[src/rtl/seq_divider_pkg.sv]
// Shared types for the iterative restoring divider.
// Holds the FSM state encoding and the default operand width.
package seq_divider_pkg;

    localparam int WIDTH_DEFAULT = 4;

    typedef enum logic [1:0] {
        IDLE,
        RUN,
        DONE
    } state_t;

endpackage

[src/rtl/div_step.sv]
// One combinational restoring-division step: shift in a dividend bit,
// subtract the divisor when it fits, and report the quotient bit.
module div_step #(
    parameter int WIDTH = 4
) (
    input  logic [WIDTH-1:0] pr,
    input  logic             dvd_bit,
    input  logic [WIDTH-1:0] divisor,
    output logic [WIDTH-1:0] pr_next,
    output logic             q_bit
);

    logic [WIDTH:0] shifted;
    logic [WIDTH:0] dvs_ext;
    logic [WIDTH:0] diff;

    // The partial remainder is WIDTH+1 bits wide only transiently; after the
    // restore it is below the divisor, and with a zero divisor the dropped
    // top bit would be shifted out on the next step anyway.
    always_comb begin
        shifted = {pr, dvd_bit};
        dvs_ext = {1'b0, divisor};
        diff    = shifted - dvs_ext;
        q_bit   = (shifted >= dvs_ext);
        pr_next = q_bit ? diff[WIDTH-1:0] : shifted[WIDTH-1:0];
    end

endmodule

[src/rtl/seq_divider.sv]
// Iterative restoring unsigned divider, one quotient bit per clock.
// Define SEQ_DIVIDER_DBZ_EN to short-circuit a zero divisor and flag dbz.
module seq_divider
    import seq_divider_pkg::*;
#(
    parameter int WIDTH = WIDTH_DEFAULT
) (
    input  logic               clk,
    input  logic               rst_n,
    input  logic               in_valid,
    output logic               in_ready,
    input  logic [2*WIDTH-1:0] dividend,
    input  logic [WIDTH-1:0]   divisor,
    output logic               out_valid,
    input  logic               out_ready,
    output logic [2*WIDTH-1:0] quotient,
    output logic [WIDTH-1:0]   remainder,
    output logic               dbz
);

    localparam int DW = 2 * WIDTH;
    localparam int CW = $clog2(DW);

    state_t          state;
    state_t          state_next;
    logic [DW-1:0]   shreg;
    logic [WIDTH-1:0] dvs;
    logic [WIDTH-1:0] pr;
    logic [WIDTH-1:0] pr_step;
    logic [CW-1:0]   cnt;
    logic            q_bit;
    logic            dbz_q;
    logic            accept;
    logic            fast;

`ifdef SEQ_DIVIDER_DBZ_EN
    assign fast = (divisor == '0);
`else
    assign fast = 1'b0;
`endif

    div_step #(
        .WIDTH (WIDTH)
    ) u_step (
        .pr      (pr),
        .dvd_bit (shreg[DW-1]),
        .divisor (dvs),
        .pr_next (pr_step),
        .q_bit   (q_bit)
    );

    always_comb begin
        state_next = state;
        in_ready   = 1'b0;
        out_valid  = 1'b0;
        accept     = 1'b0;
        unique case (state)
            IDLE: begin
                in_ready = 1'b1;
                if (in_valid) begin
                    accept     = 1'b1;
                    state_next = fast ? DONE : RUN;
                end
            end
            RUN: begin
                if (cnt == '0) state_next = DONE;
            end
            DONE: begin
                out_valid = 1'b1;
                if (out_ready) state_next = IDLE;
            end
            default: state_next = IDLE;
        endcase
    end

    always_ff @(posedge clk or negedge rst_n) begin
        if (!rst_n) state <= IDLE;
        else        state <= state_next;
    end

    // Dividend bits leave at the top of shreg while quotient bits enter at
    // the bottom, so after the last step shreg holds the full quotient.
    always_ff @(posedge clk or negedge rst_n) begin
        if (!rst_n) begin
            shreg <= '0;
            dvs   <= '0;
            pr    <= '0;
            cnt   <= '0;
            dbz_q <= 1'b0;
        end else if (accept) begin
            dvs <= divisor;
            cnt <= CW'(DW - 1);
            if (fast) begin
                shreg <= '1;
                pr    <= dividend[WIDTH-1:0];
                dbz_q <= 1'b1;
            end else begin
                shreg <= dividend;
                pr    <= '0;
                dbz_q <= 1'b0;
            end
        end else if (state == RUN) begin
            shreg <= {shreg[DW-2:0], q_bit};
            pr    <= pr_step;
            cnt   <= cnt - 1'b1;
        end
    end

    assign quotient  = shreg;
    assign remainder = pr;
    assign dbz       = dbz_q;

endmodule

[config.mk]
export PLATFORM = sky130hd
export DESIGN_NAME = seq_divider
export DESIGN_NICKNAME = d
export VERILOG_FILES = /design/src/rtl/seq_divider_pkg.sv /design/src/rtl/div_step.sv /design/src/rtl/seq_divider.sv
export SDC_FILE = /design/constraint.sdc
export NUM_CORES = 1
export LEC_CHECK = 0
export CELL_PAD_IN_SITES_DETAIL_PLACEMENT = 0
export CELL_PAD_IN_SITES_GLOBAL_PLACEMENT = 1
export CORE_MARGIN = 3
export CORE_UTILIZATION = 35
export CTS_BUF_LIST = sky130_fd_sc_hd__clkbuf_2
export CTS_CLUSTER_DIAMETER = 120
export DETAILED_ROUTE_END_ITERATION = 12
export PLACE_DENSITY = 0.77
export SLEW_MARGIN = 30
export SYNTH_ARGS = -nofsm -noshare
export SYNTH_HDL_FRONTEND = slang
export SYNTH_SLANG_ARGS = --single-unit
[constraint.sdc]
create_clock -name clk -period 4.37 [get_ports clk]
set_input_delay 0.6555 -clock clk [delete_from_list [all_inputs] [get_ports clk]]
set_output_delay 0.6555 -clock clk [all_outputs]
set_load 0.03 [all_outputs]
==> metrics.md, run 1 <==
| Metric | Value |
|---|---|
| # DRC | `0` |
| Syn_nets | `141` |
| Tot GR Track Use | `0.130` |
| Syn. warnings | `0` |
| Iter 0 DRT Violations | `23` |
| Grt met2 use | `0.216` |
| Area growth syn-to-layout | `28.2%` |
| HPWL after DPL | `1730 µm` |
| Pleak | `0.645 nW` |
| Setup repair bufs after CTS | `0` |
| Design area | `0.00144 mm²` |
| First-pass GRT wire length | `4170 µm` |
| Post-synth EDFFs | `0` |
| Grt met3 use | `0.0270` |
| Port bufs | `29` |
| Final setup viols | `0` |
| End-of-flow core utilization | `0.496` |
| Final Hold Vio Count | `0` |
| Post-cts resize count | `0` |
| Via count | `927` |
| Num CTS Buffers | `3` |
| TritonCTS clock tree | `yes` |
| FMAX | `427 MHz` |
| Antenna-violating nets left | `0` |
| Placement Cell Area | `0.00142 mm²` |
| Most Crowded Layer GR | `met2` |
| GP Congestion | `0.804` |
| Register area share after synthesis | `0.468` |
| Die Y | `62.6 µm` |
| Critical R2R Capture | `remainder[2]` |
| Root buf cell | `clkbuf_2` |
| Syn Inst Count | `118` |
| Slew HR | `0.470` |
| Die area | `0.00392 mm²` |
| Vias in the first global route | `914` |
| Crit path launch type | `register` |
| H-tree depth | `1` |
| DRT Wirelength | `2380 µm` |
| Final WS setup | `2.03 ns` |
| Cts hold-fix bufs | `0` |
| Hold crit path type | `in2async` |
| Commonest non-fill, non-tap cell in the layout | `clkdlybuf4s50_1` |
| Reg-to-Reg Start | `remainder[1]` |
| DR pass1 iterations | `3` |
| Net count reported at finish | `169` |
| Clock latency on the worst-skew pair | `0.32 ns` |
| VDD IR-drop max | `312 µV` |
| Post-Syn Area | `0.00112 mm²` |
| Starting Density | `0.387` |
| Critical Path Fanout Max | `5` |
| CP Class | `reg2out` |
| Grt total ovfl | `0` |
| Final period util | `0.535` |
| ANT cells | `0` |
| Setup Total Neg Slack | `0 ns` |
| Post-synthesis async set-or-reset flop share | `1.00` |
| Max-cap viol count | `0` |
| Synth unique cells | `31` |
| Reg2reg path depth | `5` |
| Initial antenna violation count | `0` |
| Largest net degree at the start of global routing | `22` |
| Grt met1 use | `0.169` |
| Max Root-Sink Buffers | `2` |
| Flops & latches, synth | `21` |
| RSZ-0062 raised after global routing | `no` |
| Clk_skew | `0.0170 ns` |
| Fillers | `295` |
| Worst-Margin Slew | `0.793 ns` |
| Req. time, crit path | `3.71 ns` |
| Pwr Density | `847 mW/mm²` |
| Commonest cells after routing, fill and taps aside | `clkdlybuf4s50_1, nand2_1, dfrtp_1` |
| Cell Count, Final, Fillers Out | `187` |
| Multi-input gate area | `526 µm²` |
| Cell Count Post-Placement | `183` |
| Worst endpoint data arrival time | `1.68 ns` |
| Status | `completed` |
| Average cell area after synthesis | `9.51 µm²` |
| R2R setup slack | `2.55 ns` |
| Cell Rows | `19` |
| Crit end category | `output pin` |
| Total core area | `0.00290 mm²` |
| CTS clk-pin slew, worst paths | `0.21 ns` |
| Drt via density | `4.96` |
| Register area | `526 µm²` |
| Wire length per cell | `12.7 µm` |
| Setup WS pre-CTS | `2.01 ns` |
| Die W | `62.6 µm` |
| Clock tree sinks | `21` |
| Max Slew Vio Count | `0` |
| Shortest period the worst path allows | `2.34 ns` |
| Fraction of layout cells with a size suffix above 1 | `0.0828` |
| Boundary Pins | `31` |
| Synth Flop Type | `dfrtp_1` |
## critical path: stages, from the launching register on
cell and delay [ns]:
dfrtp_1 0.48, and2b_2 0.24, clkdlybuf4s50_1 0.66
## cells in the mapped netlist (2+ instances only)
cell      number  share of area
dfrtp_1       21           0.47
nand2_1       21          0.070
o21ai_0       12          0.054
inv_1          8          0.027
a22oi_1        7          0.047
ha_1           6          0.067
nor2_1         6          0.020
a21oi_1        4          0.018
buf_2          3          0.013
nand3_1        3          0.013
a31o_2         2          0.016
and2b_2        2          0.016
buf_4          2          0.013
nand2b_1       2          0.011
nor3_1         2         0.0089
or3_1          2          0.011
## report_power, final
group,internal [W],switching [W]
logic,0.000324,0.000444
registers,0.000294,0.0000736
clock network,0.0000242,0.0000583
## worst max path at each step
stage,from,endpoint,slack [ns]
2_1_floorplan,remainder[1],remainder[2],2.60
3_5_place_dp,in_valid,quotient[0],2.01
3_3_place_gp,in_valid,quotient[7],2.07
5_1_grt,state[0],out_valid,1.94
4_1_cts,state[0],out_valid,2.00
6_report,state[0],out_valid,2.03
## kinds of logic (layout without fill, tap and decap cells)
kind of cell	Yosys count	in the layout	share of synthesized area
simple gates	45	45	0.207
compound gates	29	29	0.165
flops	21	21	0.468
buf+inv	14	41	0.0635
fa+ha+maj	7	7	0.0847
other cells	1	1	0.00334
xor+xnor	1	1	0.00781
## layer usage
layer | vias up | share of wire
li1 | 460 | -
met1 | 444 | 0.49
met5 | - | 0
met2 | 21 | 0.47
met3 | 2 | 0.043
met4 | 0 | 0.0042
## final cells by class
class                   instances  share of cell area
clock buffers                   4              0.0139
multi-input cells              83               0.365
flip-flops and latches         21               0.365
well taps                      42              0.0365
inverters                       8              0.0209
repair buffers                 29               0.198
## registers in the layout, indices dropped and copies added (netlist names)
name and cells:
cnt 3, state 2, quotient 8, dvs 4, remainder 4
## metrics by stage
stage / total power (W) / hold WS [ns]
after floorplan: 0.000924 / 0.360
after global placement: 0.00113 / 0.485
after detailed placement: 0.00115 / 0.490
after CTS: 0.00123 / 0.260
after global routing: 0.00134 / 0.244
final: 0.00122 / 0.256
(Power assumes the default switching activity.)
==> run 2: changes to the inputs <==
==> constraint.sdc (replaced) <==
create_clock -name clk -period 2.3 [get_ports clk]
set_input_delay 0.345 -clock clk [delete_from_list [all_inputs] [get_ports clk]]
set_output_delay 0.345 -clock clk [all_outputs]
set_load 0.03 [all_outputs]
==> metrics.md, run 2 (synthesis gave the netlist of run 1 again) <==
| Metric | Value |
|---|---|
| Max Root-Sink Buffers | `2` |
| CTS clk-pin slew, worst paths | `0.20 ns` |
| Boundary Pins | `31` |
| Worst endpoint data arrival time | `1.68 ns` |
| Clock latency on the worst-skew pair | `0.32 ns` |
| Vias in the first global route | `1013` |
| Iter 0 DRT Violations | `27` |
| Pleak | `0.661 nW` |
| Largest net degree at the start of global routing | `22` |
| Post-cts resize count | `0` |
| Most Crowded Layer GR | `met2` |
| ANT cells | `0` |
| Grt met1 use | `0.183` |
| Fraction of layout cells with a size suffix above 1 | `0.0946` |
| Grt met3 use | `0.0270` |
| CP cell instances | `and2b_2 > clkdlybuf4s50_1` |
| TritonCTS clock tree | `yes` |
| Tot GR Track Use | `0.138` |
| Commonest cells after routing, fill and taps aside | `clkdlybuf4s50_1, nand2_1, dfrtp_1` |
| Root buf cell | `clkbuf_2` |
| Starting Density | `0.387` |
| Internal power | `0.00124 W` |
| CP Class | `reg2out` |
| Grt total ovfl | `0` |
| Shortest period the worst path allows | `2.03 ns` |
| Total core area | `0.00290 mm²` |
| Slowest CP cell | `clkdlybuf4s50_1` |
| Pwr Density | `1590 mW/mm²` |
| Via count | `915` |
| Grt met2 use | `0.228` |
| Crit end category | `output pin` |
| VDD IR-drop max | `656 µV` |
| Final WS setup | `0.274 ns` |
| Crit path launch type | `register` |
| DRT Wirelength | `2420 µm` |
| Setup repair bufs after CTS | `0` |
| Max Slew Vio Count | `0` |
| Req. time, crit path | `1.96 ns` |
| Max-cap viol count | `0` |
| Clk_skew | `0.0159 ns` |
| Drt via density | `4.82` |
| GP Congestion | `0.834` |
| First-pass GRT wire length | `4460 µm` |
| Setup WS pre-CTS | `0.491 ns` |
| Die area | `0.00392 mm²` |
| CP bufs+invs | `1` |
| Wire length per cell | `12.7 µm` |
| Area growth syn-to-layout | `30.7%` |
| FMAX | `493 MHz` |
| Clock tree sinks | `21` |
| Crit-path leading delay family | `buffers and inverters` |
| Antenna-violating nets left | `0` |
| Sequential power share | `0.299` |
| Critical Path Fanout Max | `5` |
| DR pass1 iterations | `4` |
| Net count reported at finish | `172` |
| Die W | `62.6 µm` |
| RSZ-0062 raised after global routing | `no` |
| Max reg flops | `8` |
| Crit-path max cell delay | `0.66 ns` |
| Comb power frac | `0.635` |
| Hold crit path type | `in2async` |
| Final Hold Vio Count | `0` |
| Status | `completed` |
| Die Y | `62.6 µm` |
| Commonest non-fill, non-tap cell in the layout | `clkdlybuf4s50_1` |
| # DRC | `0` |
| Port bufs | `29` |
| Clock power frac | `0.067` |
| Final setup viols | `0` |
| Num CTS Buffers | `3` |
| HPWL after DPL | `1790 µm` |
| Final period util | `0.881` |
| Sw power | `0.00109 W` |
| Cell Rows | `19` |
| Setup Total Neg Slack | `0 ns` |
| Cts hold-fix bufs | `0` |
| Initial antenna violation count | `0` |
| Switch share | `0.469` |
| H-tree depth | `1` |
## run 2: changes by cell type in the layout (fill, tap and decap cells not counted)
| cell | before | now |
|---|---|---|
| buf_2 | 1 | 0 |
| buf_4 | 0 | 3 |
| clkdlybuf4s50_1 | 28 | 29 |
## run 2: path summary, 6_finish.rpt
check | slack [ns] | start | to | cells after the start
min | 0.35 | rst_n | dvs[0] | 2
max in group asynchronous | 1.73 | rst_n | cnt[1] | 2
min reg2reg | 0.54 | quotient[4] | quotient[4] | 2
min in group clk | 0.54 | divisor[0] | dvs[0] | 3
max reg2reg | 0.48 | remainder[1] | remainder[2] | 5
max | 0.27 | state[0] | out_valid | 2
## run 2: per-layer routing
metal | vias to the layer above | part of all wire
met4 | 0 | 0
met5 | - | 0
li1 | 465 | -
met1 | 429 | 0.48
met2 | 21 | 0.48
met3 | 0 | 0.047
## run 2: stage by stage
| step | instance area, µm² | cells | hold slack (ns) | power, W | util |
|---|---|---|---|---|---|
| 2_1_floorplan | 1120 | 118 | 0.0494 | 0.00176 | - |
| 3_3_place_gp | 1450 | 186 | 0.485 | 0.00216 | 0.499 |
| 6_report | 1470 | 190 | 0.345 | 0.00233 | 0.506 |
| 3_5_place_dp | 1450 | 186 | 0.492 | 0.00220 | 0.499 |
| 4_1_cts | 1470 | 190 | 0.341 | 0.00236 | 0.506 |
| 5_1_grt | 1470 | 190 | 0.317 | 0.00259 | 0.506 |
## run 2: area by class of cell
class                           count  area (µm²)
Clock buffer                        4        20.0
Fill cell                         280        1430
Inverter                            8        30.0
Multi-Input combinational cell     83         526
Sequential cell                    21         526
Tap cell                           42        52.6
Timing Repair Buffer               32         313
## run 2: power groups by stage
stage / combinational (W) / clock, W / sequential (W)
finish: 0.00148 / 0.000155 / 0.000696
global route: 0.00168 / 0.000184 / 0.000730
CTS: 0.00150 / 0.000165 / 0.000699
detailed placement: 0.00150 / 0 / 0.000704
global placement: 0.00146 / 0 / 0.000702
floorplan: 0.000882 / 0 / 0.000874
==> run 3: changes to the inputs <==
--- a/config.mk
+++ b/config.mk
@@ -8,11 +8,12 @@
 export CELL_PAD_IN_SITES_DETAIL_PLACEMENT = 0
 export CELL_PAD_IN_SITES_GLOBAL_PLACEMENT = 1
 export CORE_MARGIN = 3
-export CORE_UTILIZATION = 35
+export CORE_UTILIZATION = 37
 export CTS_BUF_LIST = sky130_fd_sc_hd__clkbuf_2
 export CTS_CLUSTER_DIAMETER = 120
 export DETAILED_ROUTE_END_ITERATION = 12
-export PLACE_DENSITY = 0.77
+export MAX_ROUTING_LAYER = met4
+export PLACE_DENSITY = 0.81
 export SLEW_MARGIN = 30
 export SYNTH_ARGS = -nofsm -noshare
 export SYNTH_HDL_FRONTEND = slang
==> metrics.md, run 3 (synthesis gave the netlist of run 1 again) <==
| Metric | Value |
|---|---|
| Clk_skew | `0.00666 ns` |
| Antenna-violating nets left | `0` |
| Max Slew Vio Count | `0` |
| Initial antenna violation count | `0` |
| Setup repair bufs after CTS | `0` |
| DR WL met2 | `1120 µm` |
| Clock latency on the worst-skew pair | `0.33 ns` |
| FMAX | `481 MHz` |
| Register area | `526 µm²` |
| RSZ-0062 raised after global routing | `no` |
| Crit-path max cell delay | `0.67 ns` |
| Area growth syn-to-layout | `29.4%` |
| Slowest CP cell | `clkdlybuf4s50_1` |
| Clock tree sinks | `21` |
| GP Congestion | `0.865` |
| Max-cap viol count | `0` |
| Crit end category | `output pin` |
| VDD IR-drop max | `857 µV` |
| Commonest non-fill, non-tap cell in the layout | `clkdlybuf4s50_1` |
| Drt via density | `5.26` |
| # DRC | `0` |
| Critical Path Fanout Max | `5` |
| Iter 0 DRT Violations | `14` |
| Starting Density | `0.397` |
| Port bufs | `29` |
| Crit-path leading delay family | `buffers and inverters` |
| ANT cells | `0` |
| Max reg flops | `8` |
| Final setup viols | `0` |
| Net count reported at finish | `172` |
| Top Layer Used | `met3` |
| HPWL after DPL | `1730 µm` |
| Root buf cell | `clkbuf_2` |
| Crit path launch type | `register` |
| Post-cts resize count | `0` |
| Vias in the first global route | `921` |
| TritonCTS clock tree | `yes` |
| Shortest period the worst path allows | `2.08 ns` |
| Num CTS Buffers | `3` |
| Final period util | `0.904` |
| Req. time, crit path | `1.96 ns` |
| Cell Rows | `19` |
| Fillers | `280` |
| Die Y | `61.1 µm` |
| Die area | `0.00373 mm²` |
| CP cell instances | `and2b_2 > clkdlybuf4s50_1` |
| Wire length per cell | `13.4 µm` |
| Total core area | `0.00283 mm²` |
| Largest net degree at the start of global routing | `22` |
| Status | `completed` |
| Wl on met1 | `1170 µm` |
| CP bufs+invs | `1` |
| Tot GR Track Use | `0.148` |
| DR pass1 iterations | `4` |
| Max Root-Sink Buffers | `2` |
| First-pass GRT wire length | `4040 µm` |
| Design area | `0.00145 mm²` |
| Hold crit path type | `in2async` |
| Final Hold Vio Count | `0` |
| H-tree depth | `1` |
| Worst endpoint data arrival time | `1.74 ns` |
| CP Class | `reg2out` |
| Placement Cell Area | `0.00143 mm²` |
| CTS clk-pin slew, worst paths | `0.22 ns` |
| Commonest cells after routing, fill and taps aside | `clkdlybuf4s50_1, nand2_1, dfrtp_1` |
| Boundary Pins | `31` |
| Cts hold-fix bufs | `0` |
| Die W | `61.1 µm` |
| Setup Total Neg Slack | `0 ns` |
| Pwr Density | `1610 mW/mm²` |
| Via count | `942` |
| Multi-input gate area | `526 µm²` |
| Grt total ovfl | `0` |
| Pleak | `0.660 nW` |
| Fraction of layout cells with a size suffix above 1 | `0.0946` |
| DRT Wirelength | `2400 µm` |
| Met3 routed WL | `105 µm` |
-- run 3: cell types whose count changed in the layout (fill, tap and decap cells not counted), sizes merged --
cell / change
clkinv: +1
clkbuf: -1
-- run 3: where the power goes --
part	internal, W	leakage [nW]	switching, W
clock network	0.0000394	0.0164	0.000124
registers	0.000559	0.252	0.000137
logic	0.000632	0.392	0.000853
total	0.00123	0.660	0.00111
-- run 3: area by class of cell --
cell class | instances | area share
clock inverters | 1 | 0.00345
well taps | 31 | 0.0267
flip-flops and latches | 21 | 0.362
multi-input cells | 83 | 0.362
inverters | 8 | 0.0207
clock buffers | 3 | 0.0103
repair buffers | 32 | 0.215
-- run 3: through the flow --
step | power, W | hold WS [ns] | worst slack, ns | util | instances
2_1_floorplan | 0.00176 | 0.0494 | 0.528 | - | 118
3_3_place_gp | 0.00216 | 0.483 | 0.568 | 0.506 | 175
3_5_place_dp | 0.00219 | 0.483 | 0.527 | 0.506 | 175
4_1_cts | 0.00236 | 0.305 | 0.191 | 0.513 | 179
5_1_grt | 0.00257 | 0.298 | 0.117 | 0.513 | 179
6_report | 0.00234 | 0.318 | 0.220 | 0.513 | 179
-- run 3: path summary, 6_finish.rpt --
path / startpoint / cells past startpoint / end / slack [ns]
setup / recovery: state[0] / 2 / out_valid / 0.22
hold / removal: rst_n / 2 / quotient[6] / 0.32
setup reg to reg: remainder[1] / 5 / remainder[2] / 0.49
hold reg to reg: dvs[0] / 2 / dvs[0] / 0.52
max in group asynchronous: rst_n / 2 / state[1] / 1.77
min in group clk: divisor[0] / 3 / dvs[0] / 0.51
-- run 3: metal layers --
metal | track usage | up-vias
met5 | - | -
li1 | - | 470
met3 | 0.0440 | 0
met1 | 0.198 | 447
met2 | 0.228 | 25
met4 | 0.0186 | 0
